$ cat src/rtl/register_access_sequencer.sv
// register_access_sequencer: serialises register-bank writebacks and two-operand reads behind valid/ready handshakes
module register_access_sequencer (
  input  logic        clk,
  input  logic        reset,
  input  logic        reqValid,
  output logic        reqReady,
  input  logic [3:0]  rs1,
  input  logic [3:0]  rs2,
  input  logic        wbValid,
  output logic        wbReady,
  input  logic [3:0]  rd,
  input  logic [31:0] wbData,
  output logic        opValid,
  input  logic        opReady,
  output logic [31:0] op1,
  output logic [31:0] op2,
  output logic [3:0]  bankRegNum,
  output logic [31:0] bankDataIn,
  output logic        bankWriteEnable,
  input  logic [31:0] bankDataOut
);
  typedef enum logic [2:0] {IDLE, WRITE, READ1, READ2, CAPTURE, HOLD} state_t;
  state_t      state_q, state_d;
  logic [3:0]  rd_q, rd_d, rs1_q, rs1_d, rs2_q, rs2_d;
  logic [31:0] wd_q, wd_d, op1_q, op1_d, op2_q, op2_d;
  // State and latched request fields; reset clears everything without waiting for a clock
  always_ff @(posedge clk or posedge reset) begin
    if (reset) begin
      state_q <= IDLE;
      rd_q    <= '0;
      rs1_q   <= '0;
      rs2_q   <= '0;
      wd_q    <= '0;
      op1_q   <= '0;
      op2_q   <= '0;
    end else begin
      state_q <= state_d;
      rd_q    <= rd_d;
      rs1_q   <= rs1_d;
      rs2_q   <= rs2_d;
      wd_q    <= wd_d;
      op1_q   <= op1_d;
      op2_q   <= op2_d;
    end
  end
  // Next state; writeback has priority, bank read data arrives one cycle after its index, index 0 reads as zero
  always_comb begin
    state_d = state_q;
    rd_d    = rd_q;
    rs1_d   = rs1_q;
    rs2_d   = rs2_q;
    wd_d    = wd_q;
    op1_d   = op1_q;
    op2_d   = op2_q;
    case (state_q)
      IDLE: begin
        if (wbValid) begin
          state_d = WRITE;
          rd_d    = rd;
          wd_d    = wbData;
        end else if (reqValid) begin
          state_d = READ1;
          rs1_d   = rs1;
          rs2_d   = rs2;
        end
      end
      WRITE:   state_d = IDLE;
      READ1:   state_d = READ2;
      READ2: begin
        op1_d   = (rs1_q == 4'd0) ? 32'h0 : bankDataOut;
        state_d = CAPTURE;
      end
      CAPTURE: begin
        op2_d   = (rs2_q == 4'd0) ? 32'h0 : bankDataOut;
        state_d = HOLD;
      end
      HOLD:    state_d = opReady ? IDLE : HOLD;
      default: state_d = IDLE;
    endcase
  end
  assign reqReady        = (state_q == IDLE) && !wbValid;
  assign wbReady         = (state_q == IDLE);
  assign opValid         = (state_q == HOLD);
  assign op1             = op1_q;
  assign op2             = op2_q;
  assign bankWriteEnable = (state_q == WRITE) && (rd_q != 4'd0);
  assign bankDataIn      = (state_q == WRITE) ? wd_q : 32'h0;
  assign bankRegNum      = (state_q == WRITE) ? rd_q :
                           (state_q == READ1) ? rs1_q :
                           (state_q == READ2) ? rs2_q : 4'd0;
endmodule

$ cat config.mk
export PLATFORM = sky130hd
export DESIGN_NAME = register_access_sequencer
export DESIGN_NICKNAME = d
export VERILOG_FILES = /design/src/rtl/register_access_sequencer.sv
export SDC_FILE = /design/constraint.sdc
export NUM_CORES = 1
export LEC_CHECK = 0
export ABC_AREA = 1
export CORE_MARGIN = 2
export CORE_UTILIZATION = 44
export DETAILED_ROUTE_END_ITERATION = 8
export GPL_TIMING_DRIVEN = 0
export HOLD_SLACK_MARGIN = 0.06
export PLACE_DENSITY = 0.8
export SLEW_MARGIN = 20
export SYNTH_ARGS = -nofsm -noshare
export SYNTH_HDL_FRONTEND = slang
export SYNTH_SLANG_ARGS = --single-unit
$ cat constraint.sdc
create_clock -name clk -period 5.8 [get_ports clk]
set_input_delay 1.74 -clock clk [delete_from_list [all_inputs] [get_ports clk]]
set_output_delay 1.74 -clock clk [all_outputs]
set_load 0.02 [all_outputs]
==> results.toml, run 1 <==
[sta]
setup_viol = 0
hold_violations = 0
fmax_mhz = 204
worst_pin_slew_ns = 0.474
holdWs_ns = 0.487
grt_setup_unrepaired = "false"
clock_skew_ns = 0.0137
slew_violations = 0
tns_ns = 0
period_needed_ns = 4.89
fin_crit_sh_pct = 84.3
slew-limit-headroom_pct = 68.4

[clock_network]
cts_hold_buffers = 0
clkTransAtPathRegs_ns = 0.09
post_cts_buffers = 0
cts_root_buf = "clkbuf_8"
htree_num_levels = 3
cts_num_sinks = 111
numCtsBuffers = 9
clock_latency_ns = 0.37
cts_resized = 0
cts_tree = "built"
clk_path_buf_depth = 2

[worst_setup_path]
cp_data_arrival_time_ns = 3.15
crit_type = "in2out"
cp-end-kind = "output pin"
worstSetupStartpointType = "input port"
cp_max_fo = 4
required_ns = 4.06

[global_routing]
grt_remaining_overflow = 0
grt_pass1_wl_um = 21200
first_global_vias = 4453
grt.total_usage_pct = 22.6
grt_start_max_net_pins = 62
antenna_found_initial = 0

[floorplan]
num_rows = 38
fp.dieH_um = 110
core_um2 = 10900
initial_core_util_pct = 45.1
ios = 185
die_area_um2 = 12000
dieWidth_um = 110

[outcome]
status = "complete, no violations"

[placed_design]
globalplace.congestion = 0.820
placed_cell_area_um2 = 6960
numPortBuffers = 184
dp_cells = 915
hpwl_um = 10100

[final_layout]
drive_above_1_share_pct = 6.32
areaGrowthSynthToFinish_pct = 45.6
fin_cells = 931
stdcell_area_um2 = 7150
nNetsFinal = 867
n_antenna_cell = 0

[power]
peakVddDrop_mv = 0.302
power_per_cell_area_nw_per_um2 = 536
p_leak_nw = 3.59

[synthesis]
synth-seq-cells = 111
syn_avg_cell_area_um2 = 8.33
netlist.area_leader.share_pct = 56.5
synth.net_count = 671
ys_warn_count = 0
synth_top_cell_by_area = "dfrtp_1"
syn_inst = 590
ys_seq_area_share_pct = 56.5
ys_top_cells_by_area = "dfrtp_1 (57%), nand2_1 (15%), nand3_1 (7.3%)"
synth.distinct_cells = 21
syn-cell-area_um2 = 4910

[routing]
first_pass_iters = 6
initialDrtViolationCount = 361
wl_um = 13300
drc = 0
wl_per_cell_um = 14.3
drtAntennaViolNets = 0
via_per_inst = 4.89
vias = 4548

[job]
cap_violations = 0

[min_path]
hp-class = "reg2reg"
synth_stat cells:
cell and instances:
buf_2 12, a21oi_1 1, clkbuf_1 6, dfrtp_1 111, o21ai_1 3, nand3_1 72, inv_2 3, buf_1 4
o211ai_1 1, nand2_1 191, nand2_2 2, nor2_1 40, buf_4 3, buf_6 8, o21ai_0 33, inv_1 77
nor2_2 1, nor2_8 2, nand3_4 2, nand4_1 17, inv_4 1
power by group:
| group | switching, mW | internal, mW |
|---|---|---|
| clock network | 0.256 | 0.200 |
| registers | 0.223 | 1.14 |
| logic | 1.15 | 0.869 |
| total | 1.63 | 2.21 |
placed cells by master (no fill, tap or decap), drive strengths merged:
cell and instances:
bufinv 1, clkbuf 17, nand3 74, clkinv 2
inv 81, a21oi 1, dfrtp 111, buf 28
clkinvlp 2, nand4 17, clkdlybuf4s50 184, o211ai 1
nand2 193, nor2 43, o21ai 36
final timing paths:
path	start	end	slack [ns]	depth (start not counted)
max	wbValid	reqReady	0.91	5
min	op2[30]	op2[30]	0.49	2
max reg2reg	state_q[1]	wd_q[11]	4.41	5
min reg2reg	op2[30]	op2[30]	0.49	2
max in group asynchronous	reset	op2[22]	3.38	3
min in group asynchronous	reset	wd_q[30]	1.77	2
metrics by stage:
step	util [%]	total power [mW]	setup WS [ns]
floorplan	-	2.47	1.13
CTS	65.7	3.87	0.913
global route	65.7	4.12	0.833
detailed placement	64.0	3.40	0.913
global placement	63.7	3.34	-0.384
finish	65.7	3.83	0.910
layer usage:
layer  up-vias  track usage, %  wire [um]
li1       2222               -          -
met1      2107            29.2       5520
met2       200            37.0       6350
met3        19            5.75       1220
met4         0            8.05        212
met5         -               0          0
state kept, by name (all words and copies together), names as in the netlist:
signal   count
op2         32
wd_q        32
state_q      3
rd_q         4
rs1_q        4
rs2_q        4
op1         32
logic make-up after synthesis:
family,count (synthesis),share of synthesized area (%)
AOI/OAI and AO/OA,38,3.92
buffers and inverters,114,10.5
DFF,111,56.5
and+or+nand+nor,327,29.0
critical path: stages:
cell and delay [ns]:
clkdlybuf4s50_1 0.52, inv_1 0.12, nand3_1 0.11, inv_1 0.07, clkdlybuf4s50_1 0.60
final cells by class:
cell class                 instances  area (um2)
clock inverter                     5        58.8
timing repair buffer             185        1870
clock buffer                      11         131
sequential                       111        2780
fill                             911        3730
buffer                            33         210
multi-input combinational        365        1620
inverter                          81         312
tap                              140         175
(Power assumes the default switching activity.)
==> run 2, diff against run 1 <==
Settings changed: CORE_UTILIZATION 44 to 40, PLACE_DENSITY 0.8 to 0.77.
Clock period 5.8 ns to 4.3 ns, I/O delays scaled along.
==> run 2 against run 1 <==
Against the previous run: non-clock buffer count is the same; worst hold slack lost 0.0086 ns; total power grew 41%; clock-buffer cell count shrank 1.
==> results.toml, run 2 (synthesis results as in run 1) <==
[outcome]
status = "complete, no violations"

[floorplan]
initial_core_util_pct = 40.9
die_area_um2 = 13200
num_rows = 40
core_um2 = 12000
fp.dieH_um = 115
dieWidth_um = 115
ios = 185

[worst_setup_path]
cpLargestDelayFamily = "buffers and inverters"
crit_type = "in2out"
cp_data_arrival_time_ns = 2.71
worstSetupStartpointType = "input port"
crit_chain = "clkdlybuf4s50_1 -> inv_1 -> nand3_1 -> inv_1 -> clkdlybuf4s50_1"
cp_max_fo = 4
max_stage_delay_ns = 0.59
cp-end-kind = "output pin"
slowest_stage = "clkdlybuf4s50_1"
cp.buffers_inverters = 4
required_ns = 3.01

[sta]
fin_crit_sh_pct = 93.0
fmax_mhz = 250
period_needed_ns = 4.00
slew_violations = 0
clock_skew_ns = 0.00557
grt_setup_unrepaired = "false"
setup_viol = 0
tns_ns = 0
slew-limit-headroom_pct = 64.8
postLayoutSetupSlackWorst_ns = 0.300
worst_pin_slew_ns = 0.527
hold_violations = 0

[min_path]
hp-class = "reg2reg"

[clock_network]
cts_hold_buffers = 0
clock_latency_ns = 0.35
post_cts_buffers = 0
cts_root_buf = "clkbuf_16"
cts_resized = 0
numCtsBuffers = 9
htree_num_levels = 3
cts_tree = "built"
clk_path_buf_depth = 2
cts_num_sinks = 111
clkTransAtPathRegs_ns = 0.07

[power]
p_leak_nw = 3.64
power_per_cell_area_nw_per_um2 = 744
peakVddDrop_mv = 0.284

[routing]
wl_per_cell_um = 14.8
wl_um = 13900
first_pass_iters = 4
via_per_inst = 4.97
initialDrtViolationCount = 438
drtAntennaViolNets = 0
vias = 4656
drc = 0

[placed_design]
pre_cts_ws_ns = 0.293
placed_cell_area_um2 = 6970
numPortBuffers = 184
globalplace.congestion = 0.853
hpwl_um = 10300

[final_layout]
drive_above_1_share_pct = 6.33
layout_commonest_cell = "nand2_1"
stdcell_area_um2 = 7250
n_antenna_cell = 0
mostFrequentLayoutCells = "nand2_1 (191), clkdlybuf4s50_1 (184), dfrtp_1 (111)"
areaGrowthSynthToFinish_pct = 47.6
fill_cells = 1036
nNetsFinal = 867

[global_routing]
grt_remaining_overflow = 0
first_global_vias = 4712
grt_start_max_net_pins = 72
grt.total_usage_pct = 21.7
antenna_found_initial = 0
grt_pass1_wl_um = 22800

[job]
cap_violations = 0
-- run 2: cell count changes in the layout (fill, tap and decap cells not counted), sizes merged --
| cell | before | now |
|---|---|---|
| clkbuf | 17 | 16 |
| clkinv | 2 | 4 |
| clkinvlp | 2 | 0 |
-- run 2: power breakdown --
group	switching (mW)	internal, mW
Combinational	1.57	1.17
Clock	0.368	0.445
Sequential	0.304	1.54
-- run 2: final cells by class --
type                       instances  area (um2)  share of cell area, %
buffer                            33         210                   2.90
clock buffer                      10         229                   3.16
clock inverter                     5        50.0                  0.690
inverter                          81         312                   4.30
multi-input combinational        365        1620                   22.3
sequential                       111        2780                   38.3
tap                              147         184                   2.54
timing repair buffer             185        1870                   25.8
-- run 2: path summary, 6_finish.rpt --
check / start / end / slack, ns / cells after the start
min in group asynchronous: reset / wd_q[2] / 1.31 / 2
worst max register to register: rs2_q[2] / op2[6] / 2.87 / 5
worst min-delay path: op1[20] / op1[20] / 0.48 / 2
worst min register to register: op1[20] / op1[20] / 0.48 / 2
worst max-delay path: wbValid / reqReady / 0.30 / 5
max in group asynchronous: reset / state_q[0] / 2.30 / 3
-- run 2: stage by stage --
stage / power (mW) / hold WS, ns / instances / utilization [%]
final: 5.39 / 0.478 / 937 / 60.4
after floorplan: 3.33 / 0.453 / 590 / -
after global placement: 4.52 / 0.462 / 921 / 57.8
after CTS: 5.44 / 0.483 / 937 / 60.4
after global routing: 5.77 / 0.501 / 937 / 60.4
after detailed placement: 4.60 / 0.465 / 922 / 58.1
-- run 2: per-layer routing --
layer  GRT usage, %  share of wire [%]  vias to the layer above
met5              0                  0                        -
li1               -                  -                     2219
met3           4.85                8.3                       30
met1           28.9                 43                     2196
met4           9.00                2.6                        0
met2           34.4                 46                      211
-- run 2: worst register-to-register path, stage by stage, from the launching register on --
cell     delay, ns
dfrtp_1       0.38
nor2_1        0.06
nand2_1       0.21
buf_1         0.46
nand3_1       0.16
nand2_1       0.09
